[src/rtl/shift_pipe_if.sv]
// Operand/result handshake bundle for shift_pipe.
// slave : the shifter's view (operand in, result out).
// master: the driving environment's view.
//   clear_i   synchronous flush of in-flight operations
//   valid_i / ready_o / x_i / amount_i / mode_i   operand side
//   valid_o / ready_i / y_o                        result side
interface shift_pipe_if #(
  parameter int unsigned Width    = 16,
  parameter int unsigned AmtWidth = 4
);
  logic                clear_i;
  logic                valid_i;
  logic                ready_o;
  logic [Width-1:0]    x_i;
  logic [AmtWidth-1:0] amount_i;
  logic [1:0]          mode_i;
  logic                valid_o;
  logic                ready_i;
  logic [Width-1:0]    y_o;

  modport slave (
    input  clear_i, valid_i, x_i, amount_i, mode_i, ready_i,
    output ready_o, valid_o, y_o
  );

  modport master (
    output clear_i, valid_i, x_i, amount_i, mode_i, ready_i,
    input  ready_o, valid_o, y_o
  );
endinterface

[src/rtl/shift_pipe.sv]
// Pipelined barrel shifter: stage k shifts by 2^k when amount bit k is set.
// Modes: 00 arithmetic right, 01 logical right, 10 logical left, 11 rotate right.
// Amounts >= Width saturate (except rotate, which wraps modulo Width).
// Ports:
//   clk_i   rising-edge clock
//   rst_ni  asynchronous active-low reset
//   bus     shift_pipe_if.slave (clear, operand handshake, result handshake)
module shift_pipe #(
  parameter int unsigned Width    = 16,
  parameter int unsigned AmtWidth = 4
) (
  input  logic         clk_i,
  input  logic         rst_ni,
  shift_pipe_if.slave  bus
);

  localparam int unsigned Last = AmtWidth - 1;

  typedef enum logic [1:0] {
    ModeAsr = 2'b00,
    ModeLsr = 2'b01,
    ModeLsl = 2'b10,
    ModeRor = 2'b11
  } mode_e;

  // Per-stage payload and control
  logic [Width-1:0]    data_q [AmtWidth];
  logic [Width-1:0]    data_d [AmtWidth];
  logic [AmtWidth-1:0] amt_q  [AmtWidth];
  logic [AmtWidth-1:0] amt_d  [AmtWidth];
  mode_e               mode_q [AmtWidth];
  mode_e               mode_d [AmtWidth];
  logic [AmtWidth-1:0] sign_q, sign_d;
  logic [AmtWidth-1:0] sat_q, sat_d;
  logic [AmtWidth-1:0] vld_q, vld_d;

  // Flow control
  logic [AmtWidth-1:0] load_c;
  logic [AmtWidth-1:0] adv_c;
  logic                ready_c;
  logic                sat_in_c;

  // Stage source selection (scratch for the datapath block)
  logic                src_vld;
  logic [Width-1:0]    src_data;
  logic [AmtWidth-1:0] src_amt;
  mode_e               src_mode;
  logic                src_sign;
  logic                src_sat;
  logic [Width-1:0]    res;

  // One shift step by s bit positions in the given mode.
  function automatic logic [Width-1:0] shift_by(input logic [Width-1:0] d,
                                                input mode_e m,
                                                input int unsigned s);
    logic [Width-1:0] r;
    int unsigned      rot;
    rot = s % Width;
    case (m)
      ModeAsr: r = $signed(d) >>> s;
      ModeLsr: r = d >> s;
      ModeLsl: r = d << s;
      default: r = (d >> rot) | (d << (Width - rot));
    endcase
    return r;
  endfunction

  // Result for an out-of-range amount; rotate passes its wrapped value through.
  function automatic logic [Width-1:0] sat_value(input logic [Width-1:0] d,
                                                 input mode_e m,
                                                 input logic sign);
    logic [Width-1:0] r;
    case (m)
      ModeAsr: r = {Width{sign}};
      ModeLsr: r = '0;
      ModeLsl: r = '0;
      default: r = d;
    endcase
    return r;
  endfunction

  // Saturation is only reachable when the amount range exceeds the data width.
  if ((64'd1 << AmtWidth) > 64'(Width)) begin : g_sat
    assign sat_in_c = (bus.amount_i >= AmtWidth'(Width));
  end else begin : g_nosat
    assign sat_in_c = 1'b0;
  end

  // Load/advance chain, resolved from the output back towards the input.
  always_comb begin
    adv_c  = '0;
    load_c = '0;
    adv_c[Last] = bus.ready_i;
    for (int k = int'(Last); k >= 0; k--) begin
      load_c[k] = !vld_q[k] || adv_c[k];
      if (k > 0) begin
        adv_c[k-1] = load_c[k];
      end
    end
  end

  assign ready_c     = load_c[0] && !bus.clear_i;
  assign bus.ready_o = ready_c;

  // Next-state datapath; data only moves with a valid operand so y_o holds.
  always_comb begin
    data_d   = data_q;
    amt_d    = amt_q;
    mode_d   = mode_q;
    sign_d   = sign_q;
    sat_d    = sat_q;
    vld_d    = vld_q;
    src_vld  = 1'b0;
    src_data = '0;
    src_amt  = '0;
    src_mode = ModeAsr;
    src_sign = 1'b0;
    src_sat  = 1'b0;
    res      = '0;
    for (int k = 0; k < int'(AmtWidth); k++) begin
      if (k == 0) begin
        src_vld  = bus.valid_i && ready_c;
        src_data = bus.x_i;
        src_amt  = bus.amount_i;
        src_mode = mode_e'(bus.mode_i);
        src_sign = bus.x_i[Width-1];
        src_sat  = sat_in_c;
      end else begin
        src_vld  = vld_q[k-1];
        src_data = data_q[k-1];
        src_amt  = amt_q[k-1];
        src_mode = mode_q[k-1];
        src_sign = sign_q[k-1];
        src_sat  = sat_q[k-1];
      end

      res = src_amt[k] ? shift_by(src_data, src_mode, 32'd1 << k) : src_data;
      if ((k == int'(Last)) && src_sat) begin
        res = sat_value(res, src_mode, src_sign);
      end

      if (bus.clear_i) begin
        vld_d[k] = 1'b0;
      end else if (load_c[k]) begin
        vld_d[k] = src_vld;
        if (src_vld) begin
          data_d[k] = res;
          amt_d[k]  = src_amt;
          mode_d[k] = src_mode;
          sign_d[k] = src_sign;
          sat_d[k]  = src_sat;
        end
      end
    end
  end

  // Stage registers
  always_ff @(posedge clk_i or negedge rst_ni) begin
    if (!rst_ni) begin
      for (int k = 0; k < int'(AmtWidth); k++) begin
        data_q[k] <= '0;
        amt_q[k]  <= '0;
        mode_q[k] <= ModeAsr;
      end
      sign_q <= '0;
      sat_q  <= '0;
      vld_q  <= '0;
    end else begin
      data_q <= data_d;
      amt_q  <= amt_d;
      mode_q <= mode_d;
      sign_q <= sign_d;
      sat_q  <= sat_d;
      vld_q  <= vld_d;
    end
  end

  assign bus.valid_o = vld_q[Last];
  assign bus.y_o     = data_q[Last];

  // Final-stage control fields are kept for a uniform stage layout but have no consumer.
  logic unused_last_ctrl;
  assign unused_last_ctrl = ^{amt_q[Last], mode_q[Last], sign_q[Last], sat_q[Last]};

endmodule

[src/flat_wrapper.sv]
// flat-port wrapper written by rule: the top's interface ports become plain ports
module shift_pipe_flat 
#(
  parameter int unsigned Width    = 16,
  parameter int unsigned AmtWidth = 4
)
  (clk_i, rst_ni, bus_clear_i, bus_valid_i, bus_x_i, bus_amount_i, bus_mode_i, bus_ready_i, bus_ready_o, bus_valid_o, bus_y_o);
  shift_pipe_if #(.Width(Width), .AmtWidth(AmtWidth)) bus_i ();
  input  logic clk_i;
  input  logic rst_ni;
  input wire logic [$bits(bus_i.clear_i)-1:0] bus_clear_i;
  input wire logic [$bits(bus_i.valid_i)-1:0] bus_valid_i;
  input wire logic [$bits(bus_i.x_i)-1:0] bus_x_i;
  input wire logic [$bits(bus_i.amount_i)-1:0] bus_amount_i;
  input wire logic [$bits(bus_i.mode_i)-1:0] bus_mode_i;
  input wire logic [$bits(bus_i.ready_i)-1:0] bus_ready_i;
  output wire logic [$bits(bus_i.ready_o)-1:0] bus_ready_o;
  output wire logic [$bits(bus_i.valid_o)-1:0] bus_valid_o;
  output wire logic [$bits(bus_i.y_o)-1:0] bus_y_o;
  assign bus_i.clear_i = bus_clear_i;
  assign bus_i.valid_i = bus_valid_i;
  assign bus_i.x_i = bus_x_i;
  assign bus_i.amount_i = bus_amount_i;
  assign bus_i.mode_i = bus_mode_i;
  assign bus_i.ready_i = bus_ready_i;
  assign bus_ready_o = bus_i.ready_o;
  assign bus_valid_o = bus_i.valid_o;
  assign bus_y_o = bus_i.y_o;
  shift_pipe #(.Width(Width), .AmtWidth(AmtWidth)) u_core (.clk_i(clk_i), .rst_ni(rst_ni), .bus(bus_i));
endmodule
[config.mk]
export PLATFORM = sky130hd
export DESIGN_NAME = shift_pipe_flat
export DESIGN_NICKNAME = d
export VERILOG_FILES = /design/src/rtl/shift_pipe_if.sv /design/src/rtl/shift_pipe.sv /design/src/flat_wrapper.sv
export SDC_FILE = /design/constraint.sdc
export NUM_CORES = 1
export LEC_CHECK = 0
export CAP_MARGIN = 0
export CORE_MARGIN = 4
export CORE_UTILIZATION = 57
export CTS_CLUSTER_SIZE = 14
export DETAILED_ROUTE_END_ITERATION = 8
export PLACE_DENSITY = 0.79
export SETUP_SLACK_MARGIN = 0.1
export SYNTH_ARGS = -nofsm -noshare
export SYNTH_HDL_FRONTEND = slang
export SYNTH_SLANG_ARGS = --single-unit
[constraint.sdc]
create_clock -name clk_i -period 2 [get_ports clk_i]
set_clock_uncertainty 0.05 [all_clocks]
set_input_delay 0.6 -clock clk_i [delete_from_list [all_inputs] [get_ports clk_i]]
set_output_delay 0.6 -clock clk_i [all_outputs]
set_load 0.02 [all_outputs]
==> Word level (Yosys, flattened, before mapping) <==
Index checks and enable logic that the tools add are counted.
{ "word_totals": {"wordCells": 66, "input_bits": 27, "reg_bits": 86, "out_inout_bits": 18} }
{ "classes": {"n_eq_ne": 8, "n_bitwise": 5, "n_mux": 16, "n_reduce_logical": 23} }
{ "ops": {"columns": ["op", "count"], "rows": [
  ["$pmux W16 S3", 4],
  ["$mux W16", 4],
  ["$or A12 B16 Y16", 1],
  ["$or A14 B16 Y16", 1],
  ["$or A15 B16 Y16", 1],
  ["$or A8 B16 Y16", 1],
  ["$reduce_and A3 Y1", 4],
  ["$eq A2 B1 Y1 const B", 4],
  ["$eq A2 B2 Y1 const B", 4],
  ["$logic_not A2 Y1", 4],
  ["$mux W1", 8],
  ["$reduce_bool A2 Y1", 4],
  ["$logic_not A1 Y1", 5],
  ["$logic_or A1 B1 Y1", 4],
  ["$logic_and A1 B1 Y1", 2],
  ["$not A1 Y1", 1]
]} }

==> Depth between registers and ports, before layout <==
{ "depth": {"depth_word": 9, "ltp_mapped": 6, "ltp_nobuf": 3} }

==> Worst setup path before layout <==
Ideal clock, no wire load.
{ "synth_timing": {"path_type": "in2out", "startpoint": "input port bus_ready_i", "endpoint": "output port bus_ready_o", "n_path_buf": 2, "t_arrival_ns": 1.458, "stages": 4, "slack_ns": -0.108, "path_cell_list": "and4b_1 > buf_6 > clkbuf_1 > a21oi_1"} }
{ "synth_via": {"elab_chain_cells": 5} }
{ "synth_lines": {"columns": ["item", "line", "rtl"], "rows": [
  ["from (decl)", "flat_wrapper.sv:16", "input wire logic [$bits(bus_i.ready_i)-1:0] bus_ready_i;"],
  ["$logic_or A1 B1 Y1 (4 in series)", "shift_pipe.sv:95", "load_c[k] = !vld_q[k] || adv_c[k];"],
  ["$logic_and A1 B1 Y1", "shift_pipe.sv:102", "assign ready_c = load_c[0] && !bus.clear_i;"],
  ["to (decl)", "flat_wrapper.sv:17", "output wire logic [$bits(bus_i.ready_o)-1:0] bus_ready_o;"]
]} }
No other way between the ends.

==> Worst setup path in the final report <==
{ "layout_timing": {"startpoint": "register u_core.vld_q[2]", "endpoint": "output port bus_ready_o"} }
{ "layout_via": {"elab_chain_cells": 5} }
{ "layout_lines": {"columns": ["item", "line", "rtl"], "rows": [
  ["from (decl)", "shift_pipe.sv:35", "logic [AmtWidth-1:0] vld_q, vld_d;"],
  ["from (signal assigned)", "shift_pipe.sv:174", "vld_q <= vld_d;"],
  ["$logic_not A1 Y1", "shift_pipe.sv:95", null],
  ["$logic_or A1 B1 Y1 (3 in series)", "shift_pipe.sv:95", null],
  ["$logic_and A1 B1 Y1", "shift_pipe.sv:102", null]
]} }
No other way between the ends.

==> out/qor.csv <==
metric;value;unit
status;finished clean;
sequential-to-total area share from yosys stat;42.7;%
Post-Place Cells;598;
layout cells sized above 1;19.4;%
Initial Util;59.7;%
top-area cell type share of the netlist area;42.7;%
hold buffers post-CTS;0;
met2 Use GR;38.2;%
worst vdd ir;0.000567;V
Via density;6.11;
maxcap violations;0;
post-synthesis cell area;4680;µm²
Worst Path Buf+Inv;1;
1st-pass router iterations;5;
Final Non-Filler Cells;618;
vias in the first global route;3673;
Multi-input gate area;2270;µm²
f_max;509;MHz
CTS buffer count;9;
GRT busiest layer;met2;
post-route minimum period;1960;ps
FF/Latch Area;2000;µm²
initial antenna violation count;0;
1st-iter DRT viols;177;
Main synth FF type;dfrtp_1;
first-pass GRT wire length;17.8;mm
GR Layer Usage met1;28.7;%
EDFF count, synth;0;
Slew @ Worst Pin;858;ps
Rows;32;
Layout area overhead;17.2;%
fin crit share;98.1;%
Synth top cells by count;80 x dfrtp_1, 48 x nor2_1, 41 x o21ai_0;
Post-Synth XOR/XNOR Area;0;%
clk buf depth;2;
PD cells;1070;nW/µm²
slowest cell on the critical path;dfrtp_1;
# diodes;0;
ys async rst share;100;%
DP Worst Slack;-721;ps
CP Launch Type;register;
Final setup viols;0;
cell leakage power;2.42;nW
Layout fillers;609;
average size of a mapped cell;9.82;µm²
relative slew slack;42.8;%
post-synthesis mux area share;10.7;%
Yosys reg bits;80;
Root Buffer;clkbuf_8;
YS warnings;0;
top cells by area, synth;dfrtp_1 43%, mux2_2 7.5%, a211oi_1 5.0%, o21ai_0 4.4%, o31ai_1 4.0%;
Worst Hold Class;input port to asynchronous set/reset pin;
Yosys cell types;40;
Req. time, crit path;1350;ps
GP Congestion;0.833;
global route total overflow;0;
post-route ant nets;0;
Placeable Area;7850;µm²
crit path DAT;1310;ps
compound-cell area share of the yosys netlist;21.1;%
vias post-DR;3776;
Post-Syn Instances;477;
critical path cell sequence;and4b_2 > a21oi_4 > buf_6;
wire per inst;16.7;µm
Max H-tree Level;3;
largest net degree at the start of global routing;37;
Synth Area in Simple Gates;15.9;%
Adder-Cell Fraction of Synth Area;0;%
met3 GRT Util;3.54;%
# IOs;45;
fin nets;538;
global-route usage over all layers;22.2;%
Routed WL;10.3;mm
CTS tree;yes;
worst-path maximum fanout;3;
max incr delay on CP;410;ps
setup ws final;37.1;ps
RSZ-0062 raised after global routing;true;
worst skew pair latency;350;ps
setup total negative slack;0;ps
Port Buffers;44;
type of the worst setup path;register to output pin;
CTS clock-pin slew for the worst setup and hold paths;80;ps
die area;9730;µm²
Largest delay share family, worst path;flip-flops;
Sink Count;80;
Final Max Slew Viols;0;
die extent in x;98.6;µm
top-count cell post-synth;dfrtp_1;
chip height;98.6;µm
final hold vios;0;
Post-Syn Nets;504;
top cell type by total area after synthesis;dfrtp_1;
largest family of logic cells by synthesized area;compound AO/OA/AOI/OAI gates;
crit end category;output pin;
hpwl dp;7.45;mm
# DRC;0;
kinds of logic after synthesis:
kind of cell | after synthesis
mux | 44
compound gates | 147
flops | 80
buf+inv | 79
simple gates | 127
placed cells by master, fill, tap and decap left out, types with 6 or more instances in the layout:
master / count
o31ai_1: 25
o211ai_1: 7
a31oi_1: 22
nor2_1: 48
buf_4: 32
nand3b_1: 7
mux2i_1: 8
a22o_1: 7
clkbuf_8: 9
dlygate4sd2_1: 18
dfrtp_1: 80
a211oi_1: 31
and3b_1: 21
o21ai_0: 41
mux2_2: 31
buf_12: 6
nor2b_1: 15
nand2_1: 16
o221ai_1: 7
inv_1: 18
clkdlybuf4s50_1: 23
nand4b_1: 7
worst paths after layout:
path | depth (start not counted) | to | from | slack (ps)
setup / recovery | 3 | bus_ready_o | u_core.vld_q[2]$_DFFE_PN0P_ | 40
hold / removal | 1 | u_core.bus.y_o[7]$_DFFE_PN0P_ | rst_ni | 140
setup reg to reg | 7 | u_core.data_q[61]$_DFFE_PN0P_ | u_core.vld_q[2]$_DFFE_PN0P_ | 150
hold reg to reg | 1 | u_core.bus.y_o[8]$_DFFE_PN0P_ | u_core.bus.y_o[8]$_DFFE_PN0P_ | 460
max in group asynchronous | 2 | u_core.data_q[51]$_DFFE_PN0P_ | rst_ni | 1260
min in group clk_i | 1 | u_core.bus.y_o[8]$_DFFE_PN0P_ | u_core.bus.y_o[8]$_DFFE_PN0P_ | 460
state kept, by name, indices dropped and copies added (netlist names):
register	count
u_core.mode_q	4
u_core.data_q	32
u_core.vld_q	4
u_core.src_data	16
u_core.amt_q	5
u_core.bus.y_o	16
u_core.src_amt	1
u_core.src_mode	2
area by class of cell:
class	count	area share, %
clock buffer	10	2.33
clock inverter	6	2.10
inverter	18	1.23
multi-input combinational	320	41.4
sequential	80	36.5
tap	102	2.33
timing repair buffer	82	14.1
layer usage:
metal	part of all wire [%]	wire [µm]	up-vias
li1	-	-	1803
met1	42	4350	1843
met2	51	5300	109
met3	4.7	481	21
met4	1.9	196	0
met5	0	0	-
through the flow:
stage,utilization (%),hold slack (ps),cell area (µm²),power (W)
2_1_floorplan,-,254,4700,0.00398
3_3_place_gp,66.4,437,5210,0.00445
3_5_place_dp,66.4,444,5210,0.00456
4_1_cts,69.5,153,5460,0.00589
5_1_grt,69.9,167,5490,0.00624
6_report,69.9,141,5490,0.00587
what timing repair did:
action	4_1_cts	5_1_grt
buffers inserted	0	2
resized for setup	30	6
setup endpoints to repair	59	18
endpoints found under the hold margin	0	0
cloned	2	0
pin swaps	1	3
power breakdown:
group | internal, W | total (W) | switching (W) | leakage [nW]
Clock | 0.000836 | 0.00145 | 0.000618 | 0.117
Combinational | 0.000901 | 0.00189 | 0.000985 | 1.30
Sequential | 0.00208 | 0.00253 | 0.000456 | 1.00
Total | 0.00381 | 0.00587 | 0.00206 | 2.42
No activity file was read; power rests on OpenSTA's default activity.
